===== src/rtl/seg_scan_ctl.sv =====
// rtl/seg_scan_ctl.sv - time-multiplexed common-anode seven-segment scan controller
// Define SCAN_BLINK_EN to build the per-digit blink frame counter.
module seg_scan_ctl #(
    parameter int NUM_DIGITS = 4,
    parameter int DWELL_BITS = 12,
    parameter int BLINK_BITS = 6
) (
    input  logic                    clk,
    input  logic                    rst,
    input  logic [4*NUM_DIGITS-1:0] digits_in,
    input  logic [NUM_DIGITS-1:0]   dp_in,
    input  logic [NUM_DIGITS-1:0]   blank_in,
    input  logic                    load,
    input  logic                    lz_en,
    input  logic [NUM_DIGITS-1:0]   blink_in,
    output logic [NUM_DIGITS-1:0]   dis,
    output logic [7:0]              segs,
    output logic                    frame_tick,
    output logic                    load_ack
);

    localparam int IDX_W = (NUM_DIGITS > 1) ? $clog2(NUM_DIGITS) : 1;
    localparam logic [IDX_W-1:0] IDX_TOP = IDX_W'(NUM_DIGITS - 1);

    logic [DWELL_BITS-1:0]   dwell_q;
    logic [IDX_W-1:0]        idx_q;
    logic                    pend_flag_q;
    logic [4*NUM_DIGITS-1:0] pend_dig_q;
    logic [NUM_DIGITS-1:0]   pend_dp_q;
    logic [NUM_DIGITS-1:0]   pend_blank_q;
    logic [4*NUM_DIGITS-1:0] act_dig_q;
    logic [NUM_DIGITS-1:0]   act_dp_q;
    logic [NUM_DIGITS-1:0]   act_blank_q;
    logic [NUM_DIGITS-1:0]   dis_q;
    logic [7:0]              segs_q;
    logic                    frame_tick_q;
    logic                    load_ack_q;

    logic                    dwell_wrap;
    logic                    frame_edge;
    logic                    blink_dark;
    logic                    zero_run;
    logic [NUM_DIGITS-1:0]   sup_vec;
    logic [3:0]              cur_val;
    logic [NUM_DIGITS-1:0]   dis_d;
    logic [7:0]              segs_d;

    function automatic logic [6:0] hex_glyph(input logic [3:0] v);
        logic [6:0] g;
        case (v)
            4'h0: g = 7'b0000001;
            4'h1: g = 7'b1001111;
            4'h2: g = 7'b0010010;
            4'h3: g = 7'b0000110;
            4'h4: g = 7'b1001100;
            4'h5: g = 7'b0100100;
            4'h6: g = 7'b0100000;
            4'h7: g = 7'b0001111;
            4'h8: g = 7'b0000000;
            4'h9: g = 7'b0000100;
            4'hA: g = 7'b0001000;
            4'hB: g = 7'b1100000;
            4'hC: g = 7'b0110001;
            4'hD: g = 7'b1000010;
            4'hE: g = 7'b0110000;
            default: g = 7'b0111000;
        endcase
        return g;
    endfunction

    assign dwell_wrap = &dwell_q;
    assign frame_edge = dwell_wrap && (idx_q == '0);

`ifdef SCAN_BLINK_EN
    logic [BLINK_BITS-1:0] blink_cnt_q;

    always_ff @(posedge clk or posedge rst) begin
        if (rst) begin
            blink_cnt_q <= '0;
        end else if (frame_edge) begin
            blink_cnt_q <= blink_cnt_q + 1'b1;
        end
    end

    assign blink_dark = blink_cnt_q[BLINK_BITS-1] && blink_in[idx_q];
`else
    logic unused_blink;
    assign unused_blink = ^blink_in;
    assign blink_dark   = 1'b0;
`endif

    // A digit is suppressed when it and every digit to its left are zero; digit 0 always shows.
    always_comb begin
        zero_run = lz_en;
        sup_vec  = '0;
        for (int k = NUM_DIGITS - 1; k >= 0; k--) begin
            zero_run = zero_run && (act_dig_q[4*k +: 4] == 4'h0);
            if (k != 0) begin
                sup_vec[k] = zero_run;
            end
        end
    end

    always_comb begin
        cur_val = act_dig_q[4*idx_q +: 4];
        dis_d   = '1;
        for (int k = 0; k < NUM_DIGITS; k++) begin
            if (idx_q == IDX_W'(k)) begin
                dis_d[k] = 1'b0;
            end
        end
        if (act_blank_q[idx_q] || blink_dark) begin
            segs_d = 8'hFF;
        end else if (sup_vec[idx_q]) begin
            segs_d = {7'h7F, ~act_dp_q[idx_q]};
        end else begin
            segs_d = {hex_glyph(cur_val), ~act_dp_q[idx_q]};
        end
    end

    always_ff @(posedge clk or posedge rst) begin
        if (rst) begin
            dwell_q      <= '0;
            idx_q        <= IDX_TOP;
            pend_flag_q  <= 1'b0;
            pend_dig_q   <= '0;
            pend_dp_q    <= '0;
            pend_blank_q <= '0;
            act_dig_q    <= '0;
            act_dp_q     <= '0;
            act_blank_q  <= '1;
            dis_q        <= '1;
            segs_q       <= 8'hFF;
            frame_tick_q <= 1'b0;
            load_ack_q   <= 1'b0;
        end else begin
            dwell_q <= dwell_q + 1'b1;
            if (dwell_wrap) begin
                idx_q <= (idx_q == '0) ? IDX_TOP : idx_q - 1'b1;
            end

            frame_tick_q <= frame_edge;
            load_ack_q   <= 1'b0;

            // Commits only happen at the frame boundary so a frame never mixes old and new data.
            if (frame_edge) begin
                pend_flag_q <= 1'b0;
                if (load || pend_flag_q) begin
                    act_dig_q   <= load ? digits_in : pend_dig_q;
                    act_dp_q    <= load ? dp_in     : pend_dp_q;
                    act_blank_q <= load ? blank_in  : pend_blank_q;
                    load_ack_q  <= 1'b1;
                end
            end else if (load) begin
                pend_dig_q   <= digits_in;
                pend_dp_q    <= dp_in;
                pend_blank_q <= blank_in;
                pend_flag_q  <= 1'b1;
            end

            dis_q  <= dis_d;
            segs_q <= segs_d;
        end
    end

    assign dis        = dis_q;
    assign segs       = segs_q;
    assign frame_tick = frame_tick_q;
    assign load_ack   = load_ack_q;

endmodule


===== config.mk =====
export PLATFORM = sky130hd
export DESIGN_NAME = seg_scan_ctl
export DESIGN_NICKNAME = d
export VERILOG_FILES = /design/src/rtl/seg_scan_ctl.sv
export SDC_FILE = /design/constraint.sdc
export NUM_CORES = 1
export LEC_CHECK = 0
export ABC_CLOCK_PERIOD_IN_PS = 3200
export CAP_MARGIN = 15
export CELL_PAD_IN_SITES_DETAIL_PLACEMENT = 0
export CELL_PAD_IN_SITES_GLOBAL_PLACEMENT = 1
export CORE_ASPECT_RATIO = 0.75
export CORE_MARGIN = 2
export CORE_UTILIZATION = 25
export DETAILED_ROUTE_END_ITERATION = 6
export PLACE_DENSITY = 0.59
export SYNTH_ARGS = -nofsm -noshare
export SYNTH_HDL_FRONTEND = slang
export SYNTH_SLANG_ARGS = --single-unit

===== constraint.sdc =====
create_clock -name clk -period 3.2 [get_ports clk]
set_input_delay 0.64 -clock clk [delete_from_list [all_inputs] [get_ports clk]]
set_output_delay 0.64 -clock clk [all_outputs]
set_load 0.01 [all_outputs]

Word level (Yosys, flattened, before mapping):

Memories as Yosys holds them, arrays and structs flattened.
Index checks and enable logic that the tools add are counted.

* add/sub/neg operators: 2
* $mul: 0
* div/mod/pow operators: 0
* $lt $le $gt $ge: 1
* eq/ne operators: 3
* shift operators: 1
* multiplexer cells: 20
* bitwise logic cells: 1
* reduce and logical (&&, ||, !) cells: 12

Operators by type and width (number)
* $mux 16: 1
* $mux 8: 2
* $shiftx 16x5->4: 1
* $add 12x1->12 const B: 1
* $logic_not 4->1: 3
* $reduce_and 12->1: 1
* $mux 1: 11
* $mux 4: 2
* $bmux 1 s2: 3
* $eq 2x2->1 const B: 2
* $logic_and 1x1->1: 4
* $lt 2x3->1 const B: 1
* $eq 2x1->1 const B: 1
* $logic_not 2->1: 1
* $mux 2: 1
* $reduce_and 2->1: 1
* $reduce_bool 2->1: 1
* $sub 2x1->2 const B: 1
* $logic_or 1x1->1: 1
* $not 1->1: 1

* register bits after elaboration: 77
* bits in latches: 0
* bits in writable memories: 0
* ROM bits: 112
* input port bits: 32
* output and inout port bits: 14
* word-level logic and storage cells: 54
* memories: 1

Memories
* (name not given): depth 16, bits a word 7, rd ports 1, clocked after memory_dff 0, write ports 0, line 50 `case (v)`

Longest topological paths before layout:

Gate-level depths: netlist of the first run.

* depth in word-level cells: 8
* gate-level depth with buffers: 7
* gate-level depth less buffers: 6

Worst setup path after synthesis of the first run:

Ideal clock, no wire load.

* kind: register to register
* from: register idx_q[1]
* to: register segs_q[4] (netlist: segs[4])
* library setup time: 0.092 ns
* arrival: 2.172 ns
* data required time: 3.108 ns
* setup slack: 0.936 ns
* stages on the path, launching flop included: 8
* path buffers: 1
* period minus slack after synthesis: 2.264 ns
* cells stage by stage: dfstp_2 -> buf_2 -> mux4_2 -> inv_1 -> ha_1 -> inv_1 -> mux4_2 -> nand2b_1

* word-level cells in the longest chain between the ends: 4
* elaborated cells on any way between the ends: 8
* those cells by class: shift (1); mux (6); memory (1)

Ends and longest elaborated chain
* from (decl): line 26 `logic [IDX_W-1:0] idx_q;`
* from (signal assigned): line 139 `idx_q <= (idx_q == '0) ? IDX_TOP : idx_q - 1'b1;`
* $shiftx 16x5->4 / $bmux 1 s2 (equally long branches): line 105, 114
* $mem_v2 16x7 / $mux 1 (equally long branches)
* $mux 8: line 114 `end else if (sup_vec[idx_q]) begin`
* $mux 8 (*): line 112 `if (act_blank_q[idx_q] || blink_dark) begin`
* net segs_d[4]: line 46 `logic [7:0] segs_d;`
* to (signal assigned): line 162 `segs_q <= segs_d;`
* to (decl): line 35 `logic [7:0] segs_q;`

Mark *: on every way through the listed nets, which the timed path passes. The rest lies on a longest branch. The select of a mux whose other input is x is not followed.
A chain may end at the register's enable or synchronous reset.

Worst setup path in the final report of the first run:

Same ends and word-level chain as after synthesis.

==> out/qor.yml, run 1 <==
status:
  status: "finished clean"
timing:
  slew_headroom: 0.5411
  tns_ns: 0
  rsz0062_at_grt: "false"
  period_share: 0.7420
  final.min_clock_period_ns: 2.374
  finClkSkew_ns: 0.008571
  setup_viol: 0
  max_freq_ghz: 0.4212
  hold_viol_final: 0
  tightest_slew_ns: 0.6852
  maxSlewViolCount: 0
synthesis:
  synth_fp_nets: 302
  syn_inst: 259
  synthMuxAreaShare: 0.2710
  synth_fa_ha_area_frac: 0.03812
  synthXorXnorAreaFrac: 0.02426
  synth_top_area_frac: 0.4089
  ys_types: 31
  synth_area_leader_cell: "dfrtp_1"
  ys_seq_area_frac: 0.5398
  synthTopCellsByArea: "dfrtp_1 (41%), mux2_2 (22%), dfstp_2 (13%)"
  synth-warning-count: 0
  synth_compound_area_frac: 0.03292
  synth.avg_cell_area_um2: 13.94
  syn_area_um2: 3611
  synth_top_family_by_area: "multiplexers"
  synth-simple-area-share: 0.05509
  ys_ff_latch: 77
cts:
  cts_buffer_depth: 2
  path_clk_slew_ns: 0.06
  htree_num_levels: 3
  cts_root_buf: "clkbuf_16"
  numCtsBuffers: 9
  cts-resized-gates: 0
  clk_latency_ns: 0.33
  post_cts_buffers: 0
  cts_sinks: 77
  hold_buffers: 0
  cts_tree: "done"
global_route:
  grt_pass1_vias: 2162
  grt_max_degree: 42
  antenna_found_initial: 0
  grt_overflow: 0
  grt_first_pass_wirelength_um: 11270
  grt_use_total: 0.09619
setup_path:
  critPathSlowestCell: "dfstp_2"
  start_kind: "flip-flop"
  max_stage_delay_ns: 0.70
  arrival_ns: 2.61
  worstPathCellList: "mux4_2 -> inv_1 -> ha_1 -> inv_1 -> mux4_2 -> nand2b_1"
  rrSetupSlack_ns: 0.83
  timing.rr.start: "idx_q[1]"
  path_class: "flip-flop to flip-flop"
  required_ns: 3.43
  r2r-end: "segs[4]"
  crit_fanout: 11
  end_kind: "flip-flop"
  worstRegToRegCells: 6
min_path:
  worstHoldStart: "dwell_q[0]"
  hp-class: "flip-flop to flip-flop"
  min_path_cells: 1
  whs_endpoint: "dwell_q[0]"
die:
  io_pins: 46
  num_rows: 38
  core_um2: 14310
  dieArea_um2: 15430
  die_h_um: 108.1
  start_util: 0.2523
  die_w_um: 142.8
route:
  initialDrtViolationCount: 110
  detail-route-antenna-nets: 0
  dr.pass1.iters: 4
  num_vias: 2111
  drt-total-wl_um: 6775
  wl_per_cell_um: 13.26
  viasPerCell: 4.131
  drc: 0
pwr:
  p_per_area_nw_per_um2: 466.8
  irDropWorstVdd_mv: 0.2225
  leakage_uw: 0.001909
place:
  place_congestion: 0.7101
  port_buffers: 41
  place_hpwl_um: 4757
  placed_cell_area_um2: 4233
  dpl.cell_count: 495
layout:
  layout_commonest_cell: "mux2_2"
  fin_area_um2: 4512
  fin_cells: 511
  drive_gt1_frac: 0.3987
  n_antenna_cell: 0
  final_cell_mix: "mux2_2 (72), dfrtp_1 (59), clkdlybuf4s50_1 (41)"
  fin_nets: 349
  syn_to_final_growth_pct: 24.95
job:
  drv_cap: 0
## critical path: cells and delay by family (launching register included)
family                   cells  cell delay, ns
flip-flops                   1            0.70
adder cells (fa/ha/maj)      1            0.18
buffers and inverters        2            0.20
multiplexers                 2            1.05
AND/OR/NAND/NOR              1            0.15
## area by class of cell
cell class / instances / area [um2]
clock buffers: 12 / 256.5
clock inverters: 4 / 22.52
fillers: 1470 / 9799
inverters: 15 / 56.30
multi-input cells: 156 / 1521
flip-flops and latches: 77 / 1949
well taps: 200 / 250.2
repair buffers: 47 / 455.4
## where the power goes
group / switching [uW] / internal (uW)
Sequential: 13.2 / 1010
Clock: 380 / 563
Combinational: 56.8 / 86.9
Total: 450 / 1660
## cells by family (layout without fill, tap and decap cells)
| family | Yosys count | count (layout) |
|---|---|---|
| AND/OR/NAND/NOR | 38 | 38 |
| multiplexers | 80 | 80 |
| AO/OA/AOI/OAI | 17 | 17 |
| XOR/XNOR | 10 | 10 |
| buffers and inverters | 26 | 78 |
| flip-flops | 77 | 77 |
| adder cells (fa/ha/maj) | 11 | 11 |
## cell usage after synthesis, drive strengths merged
master,number
mux2,72
and4,2
nor2,9
inv,15
o21ai,6
nor4,3
ha,11
dfrtp,59
xor2,4
nand3,6
nor3,1
o221ai,2
a31oi,1
mux4,7
or2,1
nand2b,3
a21oi,4
o211ai,4
dfstp,18
nand2,9
nand4,4
xnor2,6
mux2i,1
buf,11
## flip-flops by register name, indices dropped and copies added (netlist names), 2 cells and up
| name | count |
|---|---|
| dwell_q | 12 |
| act_dp_q | 4 |
| act_dig_q | 16 |
| pend_blank_q | 4 |
| dis | 4 |
| act_blank_q | 4 |
| segs | 8 |
| pend_dig_q | 16 |
| pend_dp_q | 4 |
| idx_q | 2 |
## per-layer routing
metal / up-vias / global-route usage / part of all wire
li1: 1008 / - / -
met1: 1058 / 0.1300 / 0.50
met2: 36 / 0.1363 / 0.43
met3: 9 / 0.03720 / 0.047
met4: 0 / 0.04243 / 0.020
met5: - / 0 / 0
## through the flow
step                      utilization  power [uW]  hold WS (ns)  setup slack [ns]
final                          0.3153        2106        0.4641            0.8256
after floorplan                     -        1121        0.4366            0.6231
after CTS                      0.3153        2150        0.4710            0.8090
after detailed placement       0.2958        1184        0.4616            0.6203
after global placement         0.2958        1180        0.4581            0.6576
after global routing           0.3153        2198        0.4923            0.7043
## worst max path at each step
| stage | start | endpoint | cells past startpoint |
|---|---|---|---|
| global placement | load | act_dig_q[12] | 4 |
| finish | idx_q[1] | segs[4] | 6 |
| floorplan | rst | act_dig_q[0] | 1 |
| CTS | idx_q[1] | segs[4] | 6 |
| detailed placement | load | act_dig_q[4] | 4 |
| global route | idx_q[1] | segs[4] | 6 |
(Power assumes the default switching activity.)
==> inputs of run 2 (changes only) <==
ABC_CLOCK_PERIOD_IN_PS = 2270   (was 3200)
clock period = 2.27 ns   (was 3.2 ns; I/O delays follow)
==> run 2 against run 1 <==
  * First-iteration DRC count up 24%
  * Setup slack got worse by 0.72 ns
  * Critical path depth unchanged
  * Die area stayed put
  * Largest power group unchanged
==> out/qor.yml, run 2 (synthesis results as in run 1) <==
status:
  status: "finished clean"
timing:
  tightest_slew_ns: 0.7644  # +0.07918 ns
  maxSlewViolCount: 0  # unchanged
  max_freq_ghz: 0.4622  # +9.8%
  holdWs_ns: 0.4646  # +0.0004980 ns
  setup_viol: 0  # unchanged
  rsz0062_at_grt: "false"
  slew_headroom: 0.4885  # -0.05259
  hold_viol_final: 0  # unchanged
  period_share: 0.9530  # +0.2110
  finClkSkew_ns: 0.007338  # -0.001233 ns
  tns_ns: 0  # unchanged
  final.min_clock_period_ns: 2.163  # -0.2110 ns
route:
  viasPerCell: 4.153  # +0.53%
  dr.pass1.iters: 4  # unchanged
  detail-route-antenna-nets: 0  # unchanged
  drt-total-wl_um: 6662  # -1.7%
  drc: 0  # unchanged
  num_vias: 2143  # +1.5%
  wl_per_cell_um: 12.91  # -2.6%
  initialDrtViolationCount: 136  # +24%
global_route:
  antenna_found_initial: 0  # unchanged
  grt_overflow: 0  # unchanged
  grt_use_total: 0.09687  # +0.0006802
  grt_pass1_vias: 2239  # +3.6%
  grt_max_degree: 78  # +86%
  grt_first_pass_wirelength_um: 11460  # +1.6%
pwr:
  irDropWorstVdd_mv: 0.3533  # +59%
  power_frac_comb: 0.068  # about the same
  p_int_uw: 2423  # +46%
  leakage_uw: 0.001943  # +1.8%
  p_seq_frac: 0.471  # -0.013
  p_per_area_nw_per_um2: 663.8  # +42%
  switchingPower_uw: 626.1  # +39%
  p_sw_frac: 0.2054  # -0.008529
  pwr-share-clk: 0.461  # +0.013
layout:
  drive_gt1_frac: 0.4051  # +0.006349
  fill_cells: 1449  # -1.4%
  final_cell_mix: "mux2_2 (72), dfrtp_1 (59), clkdlybuf4s50_1 (41)"
  layout_commonest_cell: "mux2_2"
  fin_nets: 354  # +1.4%
  reg.largest.list: "act_dig_q (16), pend_dig_q (16), dwell_q (12)"
  multi_input_area_um2: 1521  # unchanged
  ff_latch_area_um2: 1949  # unchanged
  syn_to_final_growth_pct: 27.20
  n_antenna_cell: 0  # unchanged
place:
  port_buffers: 41  # unchanged
  place_congestion: 0.7209  # +1.5%
  place_hpwl_um: 4810  # +1.1%
setup_path:
  max_stage_delay_ns: 0.60  # -0.10 ns
  path_buf_inv: 2  # unchanged
  arrival_ns: 2.41  # -0.20 ns
  required_ns: 2.52  # -0.91 ns
  worstPathCellList: "mux4_2 -> inv_1 -> ha_1 -> inv_1 -> mux4_2 -> nand2b_1"
  rrSetupSlack_ns: 0.11  # -0.72 ns
  critPathSlowestCell: "dfstp_2"
  end_kind: "flip-flop"
  start_kind: "flip-flop"
  path_class: "flip-flop to flip-flop"
  crit_fanout: 5  # -6
  critPathTopFamily: "multiplexers"
cts:
  path_clk_slew_ns: 0.06  # about the same
  post_cts_buffers: 0  # unchanged
  cts-resized-gates: 0  # unchanged
  clk_latency_ns: 0.33  # about the same
  cts_sinks: 77  # unchanged
  htree_num_levels: 3  # unchanged
  numCtsBuffers: 9  # unchanged
  cts_root_buf: "clkbuf_16"
  cts_tree: "done"
  cts_buffer_depth: 2  # unchanged
  hold_buffers: 0  # unchanged
die:
  io_pins: 46  # unchanged
  die_w_um: 142.8  # unchanged
  die_h_um: 108.1  # unchanged
  core_um2: 14310  # unchanged
  num_rows: 38  # unchanged
  start_util: 0.2523  # unchanged
  dieArea_um2: 15430  # unchanged
job:
  drv_cap: 0  # unchanged
min_path:
  hp-class: "flip-flop to flip-flop"
==> run 2: final timing paths <==
kind | cells after the start | from | end
setup / recovery | 6 | idx_q[1] | segs[4]
hold / removal | 1 | dwell_q[0] | dwell_q[0]
setup reg to reg | 6 | idx_q[1] | segs[4]
hold reg to reg | 1 | dwell_q[0] | dwell_q[0]
max in group asynchronous | 3 | rst | segs[6]
min in group asynchronous | 3 | rst | dwell_q[9]
==> run 2: per-stage QoR <==
step | instance area, um2 | power, uW | instances | worst slack, ns | utilization
4_1_cts | 4593 | 3112 | 516 | 0.08396 | 0.3209
6_report | 4593 | 3049 | 516 | 0.1066 | 0.3209
3_5_place_dp | 4299 | 1675 | 500 | 0.06984 | 0.3004
2_1_floorplan | 3615 | 1581 | 259 | 0.005951 | -
5_1_grt | 4593 | 3181 | 516 | 0.001829 | 0.3209
3_3_place_gp | 4299 | 1669 | 500 | 0.09635 | 0.3004
==> run 2: final cells by class <==
| cell class | instances | area share |
|---|---|---|
| clock buffers | 12 | 0.05366 |
| clock inverters | 4 | 0.01035 |
| inverters | 15 | 0.01308 |
| multi-input cells | 156 | 0.3312 |
| flip-flops and latches | 77 | 0.4244 |
| well taps | 200 | 0.05448 |
| repair buffers | 52 | 0.1128 |
==> run 2: power groups by stage <==
stage / combinational, uW / sequential [uW] / clock, uW
floorplan: 128 / 1450 / 0
global route: 231 / 1440 / 1510
CTS: 217 / 1440 / 1460
global placement: 213 / 1460 / 0
detailed placement: 215 / 1460 / 0
finish: 209 / 1440 / 1410
==> run 2: per-layer routing <==
metal  wire length (um)  up-vias  global-route usage  part of all wire
met3                285        8             0.03277             0.043
li1                   -     1029                   -                 -
met4                105        0             0.03395             0.016
met5                  0        -                   0                 0
met2               2898       36              0.1405              0.44
met1               3373     1070              0.1347              0.51
==> inputs of run 3 (changes only) <==
ABC_CLOCK_PERIOD_IN_PS = not set   (was 2270)
CTS_BUF_LIST = sky130_fd_sc_hd__clkbuf_8   (was not set)
clock period = 2.15 ns   (was 2.27 ns; I/O delays follow)
==> run 3 against run 2 <==
  * Clock power is 26% lower
  * Routed wire length grew 1.5%
  * Global-route usage grew 0.12 points
  * Maximum frequency is 1.8% higher
  * Die area did not move
  * Via count is 1.2% lower
  * Critical endpoint unchanged
  * Sequential share of layout area is 0.68 points higher
  * Worst hold slack better by 0.015 ns
  * Clock skew grew 0.0040 ns
==> out/qor.yml, run 3 (synthesis results as in run 1) <==
die:
  dieArea_um2: 15430  # unchanged
  core_um2: 14310  # unchanged
  die_h_um: 108.1  # unchanged
  start_util: 0.2523  # unchanged
  io_pins: 46  # unchanged
  num_rows: 38  # unchanged
  die_w_um: 142.8  # unchanged
cts:
  cts_sinks: 77  # unchanged
  numCtsBuffers: 9  # unchanged
  path_clk_slew_ns: 0.08  # +0.02 ns
  cts_buffer_depth: 2  # unchanged
  htree_num_levels: 3  # unchanged
  clk_latency_ns: 0.35  # +0.02 ns
  cts_tree: "done"
  cts_root_buf: "clkbuf_8"
global_route:
  grt_use_total: 0.09811  # +0.001240
  antenna_found_initial: 0  # unchanged
  busiest_layer: "met2"
  gr-usage-met1: 0.1356  # +0.0008333
  grt_first_pass_wirelength_um: 11600  # +1.2%
  use_met2: 0.1415  # +0.001030
  met3_usage: 0.03366  # +0.0008857
  grt_max_degree: 78  # unchanged
  grt_pass1_vias: 2255  # +0.71%
  grt_overflow: 0  # unchanged
pwr:
  p_int_uw: 2150  # -11%
  p_seq_frac: 0.547  # +0.076
  pwr-share-clk: 0.374  # -0.087
  power_frac_comb: 0.079  # +0.011
  p_per_area_nw_per_um2: 612.3  # -7.8%
  switchingPower_uw: 618.2  # -1.3%
  p_sw_frac: 0.2233  # +0.01798
  leakage_uw: 0.001913  # -1.5%
  irDropWorstVdd_mv: 0.2400  # -32%
  total_power_uw: 2768  # -9.2%
route:
  detail-route-antenna-nets: 0  # unchanged
  drt-total-wl_um: 6763  # +1.5%
  drc: 0  # unchanged
  initialDrtViolationCount: 105  # -23%
  num_vias: 2118  # -1.2%
  dr.pass1.iters: 4  # unchanged
  wl_per_cell_um: 13.08  # +1.3%
  viasPerCell: 4.097  # -1.4%
setup_path:
  crit_fanout: 4  # -1
  critPathSlowestCell: "mux4_2"
  end_kind: "flip-flop"
  required_ns: 2.43  # -0.09 ns
  path_class: "flip-flop to flip-flop"
  arrival_ns: 2.40  # about the same
  worstRegToRegCells: 6  # unchanged
  worstPathCellList: "mux4_2 -> inv_2 -> ha_4 -> inv_2 -> mux4_2 -> nand2b_4"
  start_kind: "flip-flop"
  max_stage_delay_ns: 0.59  # about the same
timing:
  tightest_slew_ns: 0.7927  # +0.02834 ns
  finClkSkew_ns: 0.01131  # +0.003972 ns
  hold_viol_final: 0  # unchanged
  period_share: 0.9882  # +0.03517
  maxSlewViolCount: 0  # unchanged
  final.min_clock_period_ns: 2.125  # -0.03875 ns
  setup_viol: 0  # unchanged
  rsz0062_at_grt: "true"
  max_freq_ghz: 0.4707  # +1.8%
  slew_headroom: 0.4695  # -0.01896
  tns_ns: 0  # unchanged
  holdWs_ns: 0.4794  # +0.01485 ns
layout:
  layout_commonest_cell: "mux2_2"
  syn_to_final_growth_pct: 25.19
  drive_gt1_frac: 0.4259  # +0.02080
  final_util: 0.3159  # -0.005071
  final_cell_mix: "mux2_2 (72), dfrtp_1 (59), clkdlybuf4s50_1 (41)"
  fin_nets: 355  # +0.28%
  n_antenna_cell: 0  # unchanged
  reg.largest.list: "act_dig_q (16), pend_dig_q (16), dwell_q (12)"
min_path:
  hp-class: "flip-flop to flip-flop"
  min_path_cells: 1  # unchanged
job:
  drv_cap: 0  # unchanged
place:
  port_buffers: 41  # unchanged
  place_hpwl_um: 4711  # -2.1%
  place_congestion: 0.7252  # +0.60%
status:
  status: "finished clean"
## run 3: changes by cell type in the layout (fill, tap and decap cells not counted)
| cell | delta |
|---|---|
| clkbuf_16 | -9 |
| clkbuf_8 | +8 |
| ha_1 | -3 |
| inv_2 | +3 |
| clkbuf_1 | -2 |
| ha_2 | +2 |
| buf_4 | +1 |
| clkinv_4 | +1 |
| clkinvlp_4 | -1 |
| ha_4 | +1 |
| nand2b_1 | -1 |
| nand2b_4 | +1 |
| nor2_2 | -1 |
| nor2_4 | +1 |
## run 3: path summary, 6_finish.rpt
| check | from | end | slack [ns] |
|---|---|---|---|
| max | idx_q[1] | segs[4] | 0.03 |
| max reg2reg | idx_q[1] | segs[4] | 0.03 |
| min reg2reg | dwell_q[10] | dwell_q[10] | 0.48 |
| min | dwell_q[10] | dwell_q[10] | 0.48 |
| max in group asynchronous | rst | segs[6] | 1.24 |
| min in group asynchronous | rst | dwell_q[10] | 0.54 |
## run 3: metal layers
| layer | part of all wire | vias up | wire length, um |
|---|---|---|---|
| li1 | - | 1025 | - |
| met1 | 0.50 | 1050 | 3401 |
| met2 | 0.45 | 39 | 3024 |
| met3 | 0.040 | 4 | 272 |
| met4 | 0.0093 | 0 | 63 |
| met5 | 0 | - | 0 |
## run 3: layout make-up
class	count	area, um2
Clock inverter	7	60.06
Multi-Input combinational cell	156	1551
Timing Repair Buffer	53	525.5
Sequential cell	77	1949
Inverter	15	60.06
Fill cell	1459	9791
Tap cell	200	250.2
Clock buffer	9	123.9
## run 3: what timing repair did
action,in CTS,in global routing
hold buffers,0,0
hold endpoints to repair,0,0
buffers inserted,0,1
gates resized for setup,0,5
setup endpoints to repair,0,48
## run 3: power by group through the flow
stage | Clock, uW | Sequential [uW] | Combinational [uW]
2_1_floorplan | 0 | 1530 | 135
3_3_place_gp | 0 | 1540 | 224
3_5_place_dp | 0 | 1540 | 226
4_1_cts | 1090 | 1510 | 228
5_1_grt | 1150 | 1520 | 245
6_report | 1040 | 1510 | 219
## run 3: through the flow
step	instances	area, um2	setup slack [ns]
2_1_floorplan	259	3623	-0.0007430
3_3_place_gp	500	4302	0.002749
3_5_place_dp	500	4302	-0.01743
4_1_cts	516	4486	0.005548
5_1_grt	517	4521	-0.04863
6_report	517	4521	0.02536
## run 3: critical path: cells and delay by family, from the launching register on
family | cells | cell delay, ns
mux | 2 | 1.04
flops | 1 | 0.58
simple gates | 1 | 0.15
buf+inv | 2 | 0.14
fa+ha+maj | 1 | 0.14
